`config.mk`:
```
export PLATFORM = sky130hd
export DESIGN_NAME = weight_fetch_seq
export DESIGN_NICKNAME = d
export VERILOG_FILES = /design/src/rtl/weight_fetch_seq.sv
export SDC_FILE = /design/constraint.sdc
export NUM_CORES = 1
export LEC_CHECK = 0
export BUFFER_PORTS_ARGS = -buffer_cell sky130_fd_sc_hd__buf_2
export CAP_MARGIN = 20
export CORE_UTILIZATION = 29
export CTS_CLUSTER_SIZE = 24
export DETAILED_ROUTE_END_ITERATION = 10
export GPL_ROUTABILITY_DRIVEN = 0
export SYNTH_ARGS = -nofsm -noshare
export SYNTH_HDL_FRONTEND = slang
export SYNTH_SLANG_ARGS = --single-unit
```
`constraint.sdc`:
```
create_clock -name i_clk -period 2 [get_ports i_clk]
set_input_delay 0 -clock i_clk [delete_from_list [all_inputs] [get_ports i_clk]]
set_output_delay 0 -clock i_clk [all_outputs]
set_load 0.02 [all_outputs]
```
`src/rtl/weight_fetch_seq.sv`:
```
`default_nettype none
// ------------------------------------------------------------------------
// weight_fetch_seq : staggered multi-lane weight-RAM burst read sequencer
// Rev 1.0
// ------------------------------------------------------------------------
module weight_fetch_seq #(
  parameter int LANES   = 6,
  parameter int AW      = 13,
  parameter int DW      = 8,
  parameter int LW      = 13,
  parameter int RAM_LAT = 1
) (
  input  logic                i_clk,
  input  logic                i_rst_n,
  input  logic                i_start,
  input  logic [AW-1:0]       i_base,
  input  logic [LW-1:0]       i_len,
  input  logic                i_stall,
  input  logic                i_abort,
  output logic [LANES-1:0]    o_rd_en,
  output logic [LANES*AW-1:0] o_addr,
  input  logic [LANES*DW-1:0] i_rdata,
  output logic [LANES*DW-1:0] o_data,
  output logic [LANES-1:0]    o_vld,
  output logic                o_data_en,
  output logic                o_busy,
  output logic                o_done
);

  typedef enum logic [1:0] {
    S_IDLE  = 2'd0,
    S_RUN   = 2'd1,
    S_DRAIN = 2'd2
  } state_t;

  state_t          r_state;
  logic [AW-1:0]   r_addr0;
  logic [LW-1:0]   r_cnt;
  logic            r_busy;
  logic            r_done;
  logic            r_data_en;

  logic            w_issue;
  logic            w_en   [LANES];
  logic [AW-1:0]   w_addr [LANES];
  logic [LANES-1:0] w_pend;

  // Lane 0 issues in the same cycle the stall is sampled low.
  assign w_issue = (r_state == S_RUN) && !i_stall;

  always_ff @(posedge i_clk or negedge i_rst_n) begin
    if (!i_rst_n) begin
      r_state <= S_IDLE;
      r_addr0 <= '0;
      r_cnt   <= '0;
      r_busy  <= 1'b0;
      r_done  <= 1'b0;
    end else if (i_abort) begin
      r_state <= S_IDLE;
      r_cnt   <= '0;
      r_busy  <= 1'b0;
      r_done  <= 1'b0;
    end else begin
      r_done <= 1'b0;
      case (r_state)
        S_IDLE: begin
          // r_done marks the completion cycle, in which a new start is refused.
          if (i_start && !r_done) begin
            r_addr0 <= i_base;
            r_cnt   <= i_len;
            r_busy  <= 1'b1;
            if (i_len == '0) begin
              r_done <= 1'b1;
            end else begin
              r_state <= S_RUN;
            end
          end else if (r_done) begin
            r_busy <= 1'b0;
          end
        end
        S_RUN: begin
          if (!i_stall) begin
            r_addr0 <= r_addr0 + AW'(1);
            r_cnt   <= r_cnt - LW'(1);
            if (r_cnt == LW'(1)) begin
              r_state <= S_DRAIN;
            end
          end
        end
        S_DRAIN: begin
          if (w_pend == '0) begin
            r_state <= S_IDLE;
            r_done  <= 1'b1;
          end
        end
        default: r_state <= S_IDLE;
      endcase
    end
  end

  always_ff @(posedge i_clk or negedge i_rst_n) begin
    if (!i_rst_n) begin
      r_data_en <= 1'b0;
    end else begin
      r_data_en <= |o_vld;
    end
  end

  for (genvar k = 0; k < LANES; k++) begin : g_lane
    logic [RAM_LAT-1:0] r_vd;
    logic [RAM_LAT-1:0] w_vnext;

    if (k == 0) begin : g_head
      assign w_en[k]   = w_issue;
      assign w_addr[k] = r_addr0;
    end else begin : g_tail
      logic          r_en;
      logic [AW-1:0] r_addr;
      always_ff @(posedge i_clk or negedge i_rst_n) begin
        if (!i_rst_n) begin
          r_en   <= 1'b0;
          r_addr <= '0;
        end else begin
          r_en   <= i_abort ? 1'b0 : w_en[k-1];
          r_addr <= w_addr[k-1];
        end
      end
      assign w_en[k]   = r_en;
      assign w_addr[k] = r_addr;
    end

    if (RAM_LAT == 1) begin : g_lat1
      assign w_vnext = w_en[k];
    end else begin : g_latn
      assign w_vnext = {r_vd[RAM_LAT-2:0], w_en[k]};
    end

    always_ff @(posedge i_clk or negedge i_rst_n) begin
      if (!i_rst_n) begin
        r_vd <= '0;
      end else if (i_abort) begin
        r_vd <= '0;
      end else begin
        r_vd <= w_vnext;
      end
    end

    // Anything still in flight after the coming edge keeps DRAIN waiting.
    assign w_pend[k]            = |w_vnext;
    assign o_rd_en[k]           = w_en[k];
    assign o_addr[k*AW +: AW]   = w_addr[k];
    assign o_vld[k]             = r_vd[RAM_LAT-1];
  end

  assign o_data    = i_rdata;
  assign o_data_en = r_data_en;
  assign o_busy    = r_busy;
  assign o_done    = r_done;

endmodule
`default_nettype wire
```
* After elaboration in Yosys (flattened, before gate mapping)
Cells that the tools add are included.
** Word-level totals
- Input bits :: 79
- Logic and storage cells :: 75
- Bits in registers :: 102
- Output and inout port bits :: 141
** Cells by class
- Bitwise logic cells :: 1
- Muxes and demuxes :: 29
- Equal/unequal tests :: 10
- Add/sub/neg operators :: 2
- Reduce and logical (&&, ||, !) cells :: 16
** Operators with widths (number)
- $mux 13 :: 5
- $pmux 13 s2 :: 2
- $mux 1 :: 14
- $add 13x1->13 const B :: 1
- $eq 13x1->1 const B :: 1
- $logic_not 13->1 :: 1
- $sub 13x1->13 const B :: 1
- $mux 2 :: 6
- $ne 3x3->1 const B :: 4
- $logic_not 6->1 :: 1
- $pmux 2 s3 :: 1
- $reduce_bool 3->1 :: 2
- $reduce_or 6->1 :: 1
- $reduce_and 5->1 :: 1
- $ne 2x2->1 const B :: 2
- $reduce_and 4->1 :: 1
- $reduce_bool 2->1 :: 2
- $ne 3x2->1 const B :: 1
- $reduce_and 3->1 :: 1
- $eq 2x1->1 const B :: 1
- $eq 2x2->1 const B :: 1
- $logic_and 1x1->1 :: 2
- $logic_not 1->1 :: 2
- $logic_not 2->1 :: 1
- other kinds (3) :: 3

* Logic depth before layout (Yosys ltp)
- Depth in word-level cells :: 6
- Depth in mapped cells :: 7
- Mapped depth without buffers :: 6

* Worst setup path before layout
Ideal clock, no wire load.
- Path kind :: reg2reg
- Start point :: reg r_cnt[6]
- End point :: reg r_state[1]
- Library setup time :: 0.078 ns
- Path slack :: -0.030 ns
- Stages on the path, launching flop included :: 6
- Required time :: 1.922 ns
- Buffers on the path :: 1
- Period minus slack after synthesis :: 2.030 ns
- Arrival :: 1.952 ns
- Cells stage by stage :: dfrtp_1 or4_1 buf_2 or4_4 or3_1 a21oi_1
** On the way
- Longest elaborated chain between the ends :: 3
** Ends and longest elaborated chain
- from (decl) :: line 38 : logic [LW-1:0] r_cnt;
- from (signal assigned) :: line 70 : r_cnt <= i_len;
- from (signal assigned) :: line 84 : r_cnt <= r_cnt - LW'(1);
- $eq 13x1->1 :: line 85 : if (r_cnt == LW'(1)) begin
- $ne 3x2->1 (no line)
- $reduce_and 5->1 (no line)
- to (signal assigned) :: line 86 : r_state <= S_DRAIN;
- to (signal assigned) :: line 92 : r_state <= S_IDLE;
- to (signal assigned) :: line 96 : default: r_state <= S_IDLE;
- to (decl) :: line 36 : state_t r_state;
Every way passes these cells.
A chain may end at the register's enable or synchronous reset.

* Worst setup path after layout
- Start point :: reg r_cnt[1]
- End point :: reg r_state[1]
The elaborated chain is that of the path after synthesis.

==> impl_metrics.json <==
{
  "async_flop_share_pct": 100,
  "placementRows": 43,
  "hold_path_class": "input port to primary output",
  "synth_warnings": 0,
  "syn_inst": 374,
  "finalCriticalPeriod_ns": 1.98,
  "ys_types": 45,
  "drt-total-wl_um": 10900,
  "wl_per_cell_um": 16.3,
  "whs_path_depth": 0,
  "synth_top_cell_by_area": "dfrtp_1",
  "syn_to_final_growth_pct": 27.6,
  "grt_use_total_pct": 14.5,
  "critPathRequiredTime_ns": 2.28,
  "h-tree-depth": 3,
  "synth_edf_count": 0,
  "finalCritPeriodShare_pct": 99.2,
  "final_area_sq_um": 5380,
  "startpoint": "r_cnt[1]",
  "numCtsBuffers": 9,
  "drive_gt1_share_pct": 38.9,
  "skew_ns": 0.0103,
  "p_total_mw": 8.07,
  "vias_per_cell": 4.93,
  "finalHoldViolCount": 0,
  "synth_fp_nets": 456,
  "grt_pass1_wl_um": 16700,
  "drv_cap": 0,
  "die_area_sq_um": 15000,
  "synth_common_cells": "102 x dfrtp_1, 60 x buf_4, 27 x o21ai_0, 26 x a21oi_1, 20 x nand2_1",
  "leakage_nw": 2.49,
  "cts-root-buf": "clkbuf_16",
  "grt_remaining_overflow": 0,
  "postPlaceCellArea_sq_um": 4770,
  "initial_core_util_pct": 30.0,
  "clk_pin_slew_worst_paths_ns": 0.07,
  "clk_latency_ns": 0.35,
  "portBuffers": 123,
  "rsz0062_at_grt": "yes",
  "yosys.area.top_type_share_pct": 60.5,
  "route.detailed.drc": 0,
  "min-delay-start": "i_rdata[10]",
  "tightest_slew_ns": 0.676,
  "reg2regPathDepth": 6,
  "die-height_um": 123,
  "yosysSeqAreaShare_pct": 60.5,
  "n_antenna_cell": 0,
  "worstSetupEndpointType": "flop",
  "die_x_um": 123,
  "fin_nets": 568,
  "crit_type": "flop to flop",
  "drt-initial-drc-count": 231,
  "synth_ff_type": "dfrtp_1",
  "reg2reg_from": "r_cnt[1]",
  "mappedNetlistArea_sq_um": 4220,
  "yosys-top-cells-area": "dfrtp_1 61%, buf_4 11%, o21ai_0 3.2%, a21oi_1 3.1%, nand2_1 1.8%",
  "core_area_sq_um": 14000,
  "fmax_mhz": 504,
  "antenna_found_initial": 0,
  "drtAntennaViolNets": 0,
  "grt_pass1_vias": 3264,
  "io-pin-count": 220,
  "avgSynthCellArea_sq_um": 11.3,
  "num_vias": 3310,
  "yosysMostFrequentCell": "dfrtp_1",
  "cp_max_fo": 2,
  "maxSlewViolCount": 0,
  "ir_drop_uv": 462,
  "drtPass1Iterations": 4,
  "grt_max_degree": 71,
  "status": "complete, no violations",
  "dp_hpwl_um": 7610,
  "start_kind": "flop",
  "cts_tree": "yes",
  "cellPowerDensity_nw_per_um2": 1500,
  "clk_path_buf_depth": 2,
  "slew_headroom_pct": 54.6,
  "setup_viol": 0,
  "ys_ff_latch": 102,
  "n_fill_cell": 1360,
  "crit_arrival_ns": 2.27,
  "clkSinkCount": 102
}
state kept, by name, summed over array words and instances, names as in the netlist:
signal / count
g_lane.r_vd: 2
o_busy: 1
r_state: 2
g_lane.g_tail.r_addr: 65
r_cnt: 13
r_addr0: 13
o_data_en: 1
g_lane.g_tail.r_en: 4
o_done: 1
placed cells by master, fill, tap and decap left out, types with 6 or more instances in the layout:
cell,instances
nand2_1,20
nor3_1,6
a21oi_1,25
clkbuf_16,9
buf_2,122
nand3_1,8
o21ai_0,24
buf_4,31
nor2b_1,7
nor2_1,19
a2bb2oi_1,6
dfrtp_1,101
o22ai_1,8
dlygate4sd3_1,24
power breakdown:
part / total [mW] / switching (mW) / internal (mW)
Sequential: 3.40 / 0.547 / 2.85
Clock: 1.67 / 0.815 / 0.857
Combinational: 2.99 / 1.92 / 1.07
Total: 8.07 / 3.28 / 4.79
metal layers:
layer | vias to the layer above | track usage, % | routed length [um] | part of all wire [%]
met5 | - | 0 | 0 | 0
met4 | 0 | 9.76 | 405 | 3.7
met3 | 46 | 3.39 | 744 | 6.8
met2 | 154 | 22.9 | 5220 | 48
met1 | 1612 | 17.6 | 4540 | 42
li1 | 1498 | - | - | -
worst max-delay path, stage by stage (launching register included):
cell     delay (ns)
dfrtp_1        0.40
inv_2          0.10
ha_4           0.12
or4bb_1        0.41
or4_4          0.43
or3_4          0.34
a21oi_2        0.12
through the flow:
stage / utilization (%) / TNS, ns / setup slack (ns) / hold slack [ns] / std cells
after floorplan: - / 0 / 0.00327 / -0.296 / 374
after global placement: 34.0 / -0.0283 / -0.0283 / -0.0414 / 628
after detailed placement: 34.0 / -0.195 / -0.0828 / -0.0390 / 628
after CTS: 37.9 / 0 / 0.00696 / 0.000137 / 669
after global routing: 38.3 / -0.0671 / -0.0429 / 0.0000536 / 671
final: 38.3 / 0 / 0.0150 / 0.00000885 / 671
logic make-up (layout without fill, tap and decap cells):
logic type      Yosys count  in the layout  synth area share (%)
buf+inv                  80            197                  12.5
compound gates           90             90                  13.0
simple gates             99             99                  13.1
fa+ha+maj                 3              3                 0.890
flops                   102            102                  60.5
final timing paths:
| check | end | slack [ns] |
|---|---|---|
| max in group asynchronous | r_cnt[0] | 1.13 |
| worst min register to register | g_lane[2].g_tail.r_addr[8] | 0.37 |
| worst max register to register | r_state[1] | 0.02 |
| min in group asynchronous | g_lane[5].g_tail.r_addr[7] | 0.13 |
| worst max-delay path | r_state[1] | 0.02 |
| worst min-delay path | o_data[10] | 0.000009 |
cell type report:
type | instances | area (sq um) | area share, %
Clock inverter | 7 | 53.8 | 1.00
Clock buffer | 9 | 225 | 4.19
Tap cell | 180 | 225 | 4.19
Inverter | 3 | 11.3 | 0.209
Multi-Input combinational cell | 192 | 1210 | 22.4
Sequential cell | 102 | 2550 | 47.5
Timing Repair Buffer | 178 | 1100 | 20.5
repair_timing:
action | CTS | global route
pin swaps | 4 | 5
gates resized for setup | 7 | 12
hold buffers | 24 | 0
endpoints found under the setup margin | 4 | 9
setup buffers | 1 | 2
endpoints found under the hold margin | 55 | 0
Note: power is estimated with default switching activity, not from simulation.
